`config.mk`:
```
export PLATFORM = sky130hd
export DESIGN_NAME = clk_div_gen
export DESIGN_NICKNAME = d
export VERILOG_FILES = /design/src/rtl/clk_div_pkg.sv /design/src/rtl/clk_div_chan.sv /design/src/rtl/clk_div_gen.sv
export SDC_FILE = /design/constraint.sdc
export NUM_CORES = 1
export LEC_CHECK = 0
export ABC_AREA = 1
export CAP_MARGIN = 20
export CORE_UTILIZATION = 30
export CTS_BUF_LIST = sky130_fd_sc_hd__clkbuf_16
export DETAILED_ROUTE_END_ITERATION = 10
export HOLD_SLACK_MARGIN = 0.08
export PLACE_DENSITY = 0.56
export SLEW_MARGIN = 10
export SYNTH_ARGS = -nofsm -noshare
export SYNTH_HDL_FRONTEND = slang
export SYNTH_SLANG_ARGS = --single-unit
export TNS_END_PERCENT = 100
```
`constraint.sdc`:
```
create_clock -name CLK -period 3.2 [get_ports CLK]
set_input_delay 0.8 -clock CLK [delete_from_list [all_inputs] [get_ports CLK]]
set_output_delay 0.8 -clock CLK [all_outputs]
set_load 0.05 [all_outputs]
```
`src/rtl/clk_div_pkg.sv`:
```
// Shared defaults and helpers for the multi-channel clock divider.
package clk_div_pkg;

    localparam int DIV_W_DEF   = 8;
    localparam int DEF_DIV_DEF = 4;

    // Channel-select width; a single channel still gets a 1-bit select.
    function automatic int ch_w(input int n);
        return (n <= 1) ? 1 : $clog2(n);
    endfunction

endpackage

```
`src/rtl/clk_div_chan.sv`:
```
// One divider channel: counter, active/shadow divisor, pending flag, registered tick and clk_out.
module clk_div_chan
    import clk_div_pkg::*;
#(
    parameter int DIV_W   = DIV_W_DEF,
    parameter int DEF_DIV = DEF_DIV_DEF
) (
    input  logic             CLK,
    input  logic             RST_N,
    input  logic             en,
    input  logic             sync,
    input  logic             wr,
    input  logic [DIV_W-1:0] wr_div,
    output logic             pending,
    output logic             clk_out,
    output logic             tick
);

    localparam logic [DIV_W-1:0] ONE     = DIV_W'(1);
    localparam logic [DIV_W-1:0] RST_DIV = DIV_W'(DEF_DIV);
    localparam logic [DIV_W-1:0] RST_CNT = DIV_W'(DEF_DIV - 1);

    logic [DIV_W-1:0] cnt, div_act, div_shd;
    logic [DIV_W-1:0] cnt_nx, div_nx;
    logic             run, boundary, apply, tick_nx, clk_out_nx;

    always_comb begin
        run      = en && (div_act != '0);
        boundary = 1'b0;
        div_nx   = div_act;
        cnt_nx   = cnt;
        if (run) begin
            boundary = sync || (cnt == div_act - ONE);
            if (boundary) begin
                cnt_nx = '0;
                if (pending) div_nx = div_shd;
            end else begin
                cnt_nx = cnt + ONE;
            end
        end else begin
            if (pending) div_nx = div_shd;
            // Park one step before the wrap so the first running edge is a boundary.
            cnt_nx = (div_nx == '0) ? '0 : div_nx - ONE;
        end
        apply      = pending && (boundary || !run);
        tick_nx    = run && boundary;
        clk_out_nx = run && (cnt_nx < (div_nx >> 1));
    end

    always_ff @(posedge CLK or negedge RST_N) begin
        if (!RST_N) begin
            cnt     <= RST_CNT;
            div_act <= RST_DIV;
            div_shd <= RST_DIV;
            pending <= 1'b0;
            tick    <= 1'b0;
            clk_out <= 1'b0;
        end else begin
            cnt     <= cnt_nx;
            div_act <= div_nx;
            tick    <= tick_nx;
            clk_out <= clk_out_nx;
            // wr is only granted while nothing is pending, so it never races apply.
            if (wr) begin
                div_shd <= wr_div;
                pending <= 1'b1;
            end else if (apply) begin
                pending <= 1'b0;
            end
        end
    end

endmodule

```
`src/rtl/clk_div_gen.sv`:
```
// Multi-channel programmable clock divider / clock-enable generator.
module clk_div_gen
    import clk_div_pkg::*;
#(
    parameter int N_CH    = 4,
    parameter int DIV_W   = DIV_W_DEF,
    parameter int DEF_DIV = DEF_DIV_DEF
) (
    input  logic                  CLK,
    input  logic                  RST_N,
    input  logic [N_CH-1:0]       en,
    input  logic                  sync,
    input  logic                  cfg_valid,
    output logic                  cfg_ready,
    input  logic [ch_w(N_CH)-1:0] cfg_ch,
    input  logic [DIV_W-1:0]      cfg_div,
    output logic [N_CH-1:0]       clk_out,
    output logic [N_CH-1:0]       tick
);

    localparam int CH_W   = ch_w(N_CH);
    localparam int N_SLOT = 1 << CH_W;

    logic [N_CH-1:0]   pend;
    logic [N_CH-1:0]   wr;
    logic [N_SLOT-1:0] pend_slot;

    // Unimplemented channel numbers read as ready; writes to them are dropped.
    always_comb begin
        pend_slot            = '0;
        pend_slot[N_CH-1:0]  = pend;
    end

    assign cfg_ready = !pend_slot[cfg_ch];

    for (genvar i = 0; i < N_CH; i++) begin : g_ch
        assign wr[i] = cfg_valid && cfg_ready && (cfg_ch == CH_W'(i));

        clk_div_chan #(
            .DIV_W   (DIV_W),
            .DEF_DIV (DEF_DIV)
        ) u_chan (
            .CLK     (CLK),
            .RST_N   (RST_N),
            .en      (en[i]),
            .sync    (sync),
            .wr      (wr[i]),
            .wr_div  (cfg_div),
            .pending (pend[i]),
            .clk_out (clk_out[i]),
            .tick    (tick[i])
        );
    end

endmodule

```
# == After elaboration in Yosys (flattened, before gate mapping) ==
# Index checks and enable logic that the tools add are counted.
# classes
eq_ne,11
addsub,12
order_cmp,5
n_reduce_logical,47
n_mux,42
# ops
operator,count
8-bit two-way mux,28
"8-bit by 1-bit subtractor with 8-bit output, second input constant",8
"8-bit by 1-bit adder with 8-bit output, second input constant",4
8-bit == test,4
8-bit logical NOT,4
8-bit by 7-bit < comparator with 1-bit output,4
8-bit nonzero test,4
1-bit logical AND,21
1-bit two-way mux,13
1-bit logical OR,8
"2-bit inequality test, second input constant",4
2-bit nonzero test,4
1-bit logical NOT,5
"2-bit == test, second input constant",2
"2-bit by 3-bit < comparator with 1-bit output, second input constant",1
1-bit binary-select mux with 2-bit select,1
"2-bit by 1-bit == test with 1-bit output, second input constant",1
2-bit logical NOT,1
# totals
output_inout_bits,9
ff_bits,108
elab_cells,145
input_bits,18

# == Longest topological paths before layout ==
# logic_depth
ltp_word,8
depth_mapped,24

# == By module ==
# From an unflattened synthesis, not the netlist that was laid out.
# unflattened
hier_cells,1022
area_unflattened_um2,7519.7
# by_module_without_submodules
mod,area_per_inst_um2,instances,cells_each
clk_div_chan (g_ch[0].u_chan ...),1864.3,3,251
clk_div_chan (g_ch[1].u_chan),1825.5,1,248
clk_div_gen,101.3,1,21

# == Worst setup path before layout ==
# OpenSTA, ideal clock, no wires.
# synth_timing
path_type,in2reg
startpoint,input cfg_ch[0]
endpoint,register g_ch[2].u_chan.div_shd[0]
n_path_buf,1
stages,7
arrival_ns,2.593
slack_ns,0.476
t_required_ns,3.069
path_cell_list,inv_1 > nor2_1 > a221oi_2 > nand2_1 > nor3_2 > clkbuf_1 > o21ai_0
# synth_between
elab_chain_cells,5
elab_cells_between_ends,6
# synth_lines
element,line_no,rtl
from (decl),clk_div_gen.sv:15,"input logic [ch_w(N_CH)-1:0] cfg_ch,"
1-bit binary-select mux with 2-bit select,clk_div_gen.sv:34,assign cfg_ready = !pend_slot[cfg_ch];
1-bit two-way mux (implied by the code),clk_div_gen.sv:34,
1-bit logical NOT,clk_div_gen.sv:34,
net cfg_ready,clk_div_gen.sv:14,"output logic cfg_ready,"
1-bit logical AND (2 in series),clk_div_gen.sv:37,assign wr[i] = cfg_valid && cfg_ready && (cfg_ch == CH_W'(i));
to (signal assigned),clk_div_chan.sv:65,div_shd <= wr_div;
to (decl),clk_div_chan.sv:23,"logic [DIV_W-1:0] cnt, div_act, div_shd;"
# The timed path passes the listed nets, and every way through them passes these cells. The select of a mux whose other input is x is not followed.
# A chain may end at the register's enable or synchronous reset.

# == Worst setup path after layout ==
# layout_timing
startpoint,input cfg_ch[0]
endpoint,output cfg_ready
# layout_between
elab_chain_cells,3
# layout_lines
element,line_no
1-bit binary-select mux with 2-bit select,clk_div_gen.sv:34
1-bit two-way mux (implied by the code),clk_div_gen.sv:34
1-bit logical NOT,clk_div_gen.sv:34
to (decl),clk_div_gen.sv:14
# Every way passes these cells. The select of a mux whose other input is x is not followed.

==> results.md <==
- Net Count, Synth: 1038
- Status: finished clean
- VDD IR max: 0.304 mV
- Number of fill cells: 2522
- Die Area: 0.0251 mm^2
- Vias in the first global route: 5842
- Final Hold Viols: 0
- Setup TNS: 0 ps
- Reg power frac: 38.3%
- CTS max path bufs: 2
- Routed WL per cell: 13.1 um
- Sequential Area: 0.00272 mm^2
- Pleak: 0.00395 uW
- Max Cap Viol: 0
- Worst r2r path cells: 19
- RSZ-0062 raised after global routing: false
- Layout cells sized above 1: 10.8%
- Comb power frac: 43.0%
- Design area: 0.00824 mm^2
- Largest net degree at the start of global routing: 73
- Final Cycle Share: 92.7%
- Hold Path Class: in2async
- R2R Path Start: g_ch[3].u_chan.div_act[0]$_DFFE_PN0P_
- Area occupied by multi-input gates: 0.00386 mm^2
- First-pass GRT wire length: 29.1 mm
- Cells after Synth: 977
- Final wirelength: 17.4 mm
- Gr ovfl total: 0
- EDFF count, synth: 0
- Seq/Total Area, Yosys: 37.1%
- Initial antenna violation count: 0
- Net Switching: 2330 uW
- TritonCTS buffer count: 9
- Core Box Area: 0.0238 mm^2
- Vias/cell: 4.60
- Final HPWL DP: 13.6 mm
- PostCTS Resize Cnt: 0
- Clk slew on worst S/H paths: 70 ps
- CTS tree: built
- CP Max Fanout: 5
- Power per Cell Area: 670 mW/mm^2
- CP Launch Type: input port
- Synth warn: 0
- Gr usage total: 14.8%
- Die Wd: 158 um
- Insertion delay to the later sink of the worst-skew pair: 350 ps
- Data required, critical path: 2400 ps
- PortBufs: 26
- Reg2reg end: g_ch[3].u_chan.clk_out$_DFF_PN0_
- Mapped Area: 0.00734 mm^2
- Dpl cell area: 0.00796 mm^2
- Net Sw Frac: 42.2%
- P_int: 3200 uW
- Rel. slew slack: 59.6%
- Final Critical Period: 2970 ps
- Drt first pass iters: 7
- Initial core utilization: 30.9%
- Slew Viols, Final: 0
- Clock power share: 18.7%
- Post-CTS setup buffer count: 0
- Mean Syn Cell Area: 7.51 um^2
- Htree depth: 3
- Worst EP arrival: 2170 ps
- R2R setup slack: 280 ps
- Clock sink total: 108
- Least-Margin Pin Slew: 607 ps
- CTS Hold Buffers Added: 0
- Area growth, synth to finish: 12.3%
- Fin nets: 1064
- Final Non-Filler Cells: 1327
- DRC viols: 0
- Placed cell count: 1311
- Ant diodes: 0
- Ports: 27
- Iter 0 DRT Violations: 300
- Met1 usage: 20.8%
- # rows: 56
- Met3 Usage GRT: 2.01%
- Crit path kind: in2out
- Most used routing layer: met2
- Crit. End Element: output port
- Ys flop type: dfrtp_1
- Die span in y: 158 um
- Final GP Congestion: 0.860
- Yosys reg bits: 108
- Setup violators final: 0
- GRT met2 Usage: 23.5%
- Vias post-DR: 6107
- Worst Skew: 8.82 ps
- Antenna Violating Nets Remaining: 0
- Netlist cell types: 38
- Max Fclk: 0.337 GHz
- Async SR Flop Fraction: 100%
- Root Driver: clkbuf_16
[critical path: stages]
cell             delay, ps
clkdlybuf4s50_1        560
inv_1                   80
nand2_1                 60
a21oi_1                 80
a221oi_2               370
buf_12                 210
[layout make-up]
class / instances / area share (%)
Multi-Input combinational cell: 684 / 46.9
Sequential cell: 108 / 33.0
Inverter: 159 / 7.30
Tap cell: 319 / 4.84
Timing Repair Buffer: 41 / 4.77
Clock buffer: 9 / 2.73
Clock inverter: 7 / 0.440
[how the worst max path moves through the flow]
stage | start | end | slack [ps]
after detailed placement | sync | g_ch[2].u_chan.clk_out$_DFF_PN0_ | 120
after global routing | g_ch[3].u_chan.div_act[0]$_DFFE_PN0P_ | g_ch[3].u_chan.clk_out$_DFF_PN0_ | 20
after floorplan | cfg_ch[0] | g_ch[2].u_chan.div_shd[0]$_DFFE_PN0P_ | 480
after global placement | sync | g_ch[2].u_chan.clk_out$_DFF_PN0_ | 140
final | cfg_ch[0] | cfg_ready | 230
after CTS | g_ch[2].u_chan.div_act[0]$_DFFE_PN0P_ | g_ch[2].u_chan.clk_out$_DFF_PN0_ | 220
[state kept, by name, summed over array words and instances, names as in the netlist]
signal and count:
g_ch.u_chan.tick 4, g_ch.u_chan.pending 4, g_ch.u_chan.clk_out 4, g_ch.u_chan.div_act 32, g_ch.u_chan.div_shd 32, g_ch.u_chan.cnt 32
[routing by layer]
layer  share of wire [%]  wire [um]
met5                   0          0
met4                0.93        162
met3                 2.7        469
met2                  45       7890
met1                  51       8890
[stage by stage]
stage	total power [uW]	hold WS, ps	util (%)	worst slack (ps)
global route	6020	437	34.7	16.2
CTS	5570	420	34.6	221
global placement	4480	464	33.5	141
detailed placement	4510	471	33.5	117
floorplan	3890	445	-	476
finish	5530	405	34.7	235
[layout by cell type, fill, tap and decap left out, types with 17 or more instances in the layout]
master           instances
dfrtp_1                 92
o22ai_1                 18
o21ai_0                 57
xnor2_1                 20
o21ai_1                 31
inv_2                   23
nand4_1                 17
nand3_1                 57
a21oi_1                 20
clkdlybuf4s50_1         24
nand2_1                229
nor2_1                  62
xor2_1                  43
ha_1                    42
inv_1                  135
[cells in the mapped netlist (3+ instances only)]
cell      count  share of area (%)
o21ai_0      58                4.0
buf_2         5               0.34
nor3_2        3               0.41
o22ai_1      18                1.5
o21ai_1      30                2.0
ha_1         43                7.3
clkbuf_1      5               0.26
inv_2        25                1.3
nand3_1      58                4.0
xor2_1       43                5.1
nor2_1       62                3.2
or2_0         6               0.51
o21ai_2      14                1.7
nand3b_1      7               0.72
nand4_1      17                1.4
buf_4        14                1.4
a21oi_1      20                1.4
inv_1       133                6.8
xnor2_1      20                2.4
or2_2         3               0.26
nand2_1     229                 12
o21a_1        7               0.72
nand3_2       3               0.41
nor3_1       10               0.68
nor2_2        8               0.68
or2_1        11               0.94
dfrtp_1      92                 31
dfstp_2      16                5.7
and2_1        3               0.26
and3_1        4               0.34
[cells by family (layout without fill, tap and decap cells)]
logic type,Yosys count,count (layout),share of synthesized area [%]
AO/OA/AOI/OAI,152,152,11.9
adder cells (fa/ha/maj),43,43,7.33
flip-flops,108,108,37.1
XOR/XNOR,63,63,7.52
AND/OR/NAND/NOR,426,426,25.7
buffers and inverters,185,216,10.5
[power groups by stage]
stage	Clock (uW)	Combinational, uW	Sequential, uW
floorplan	0	1870	2020
global placement	0	2340	2140
detailed placement	0	2360	2140
CTS	1070	2380	2120
global route	1120	2730	2170
finish	1030	2380	2120
Note: power is estimated with default switching activity, not from simulation.
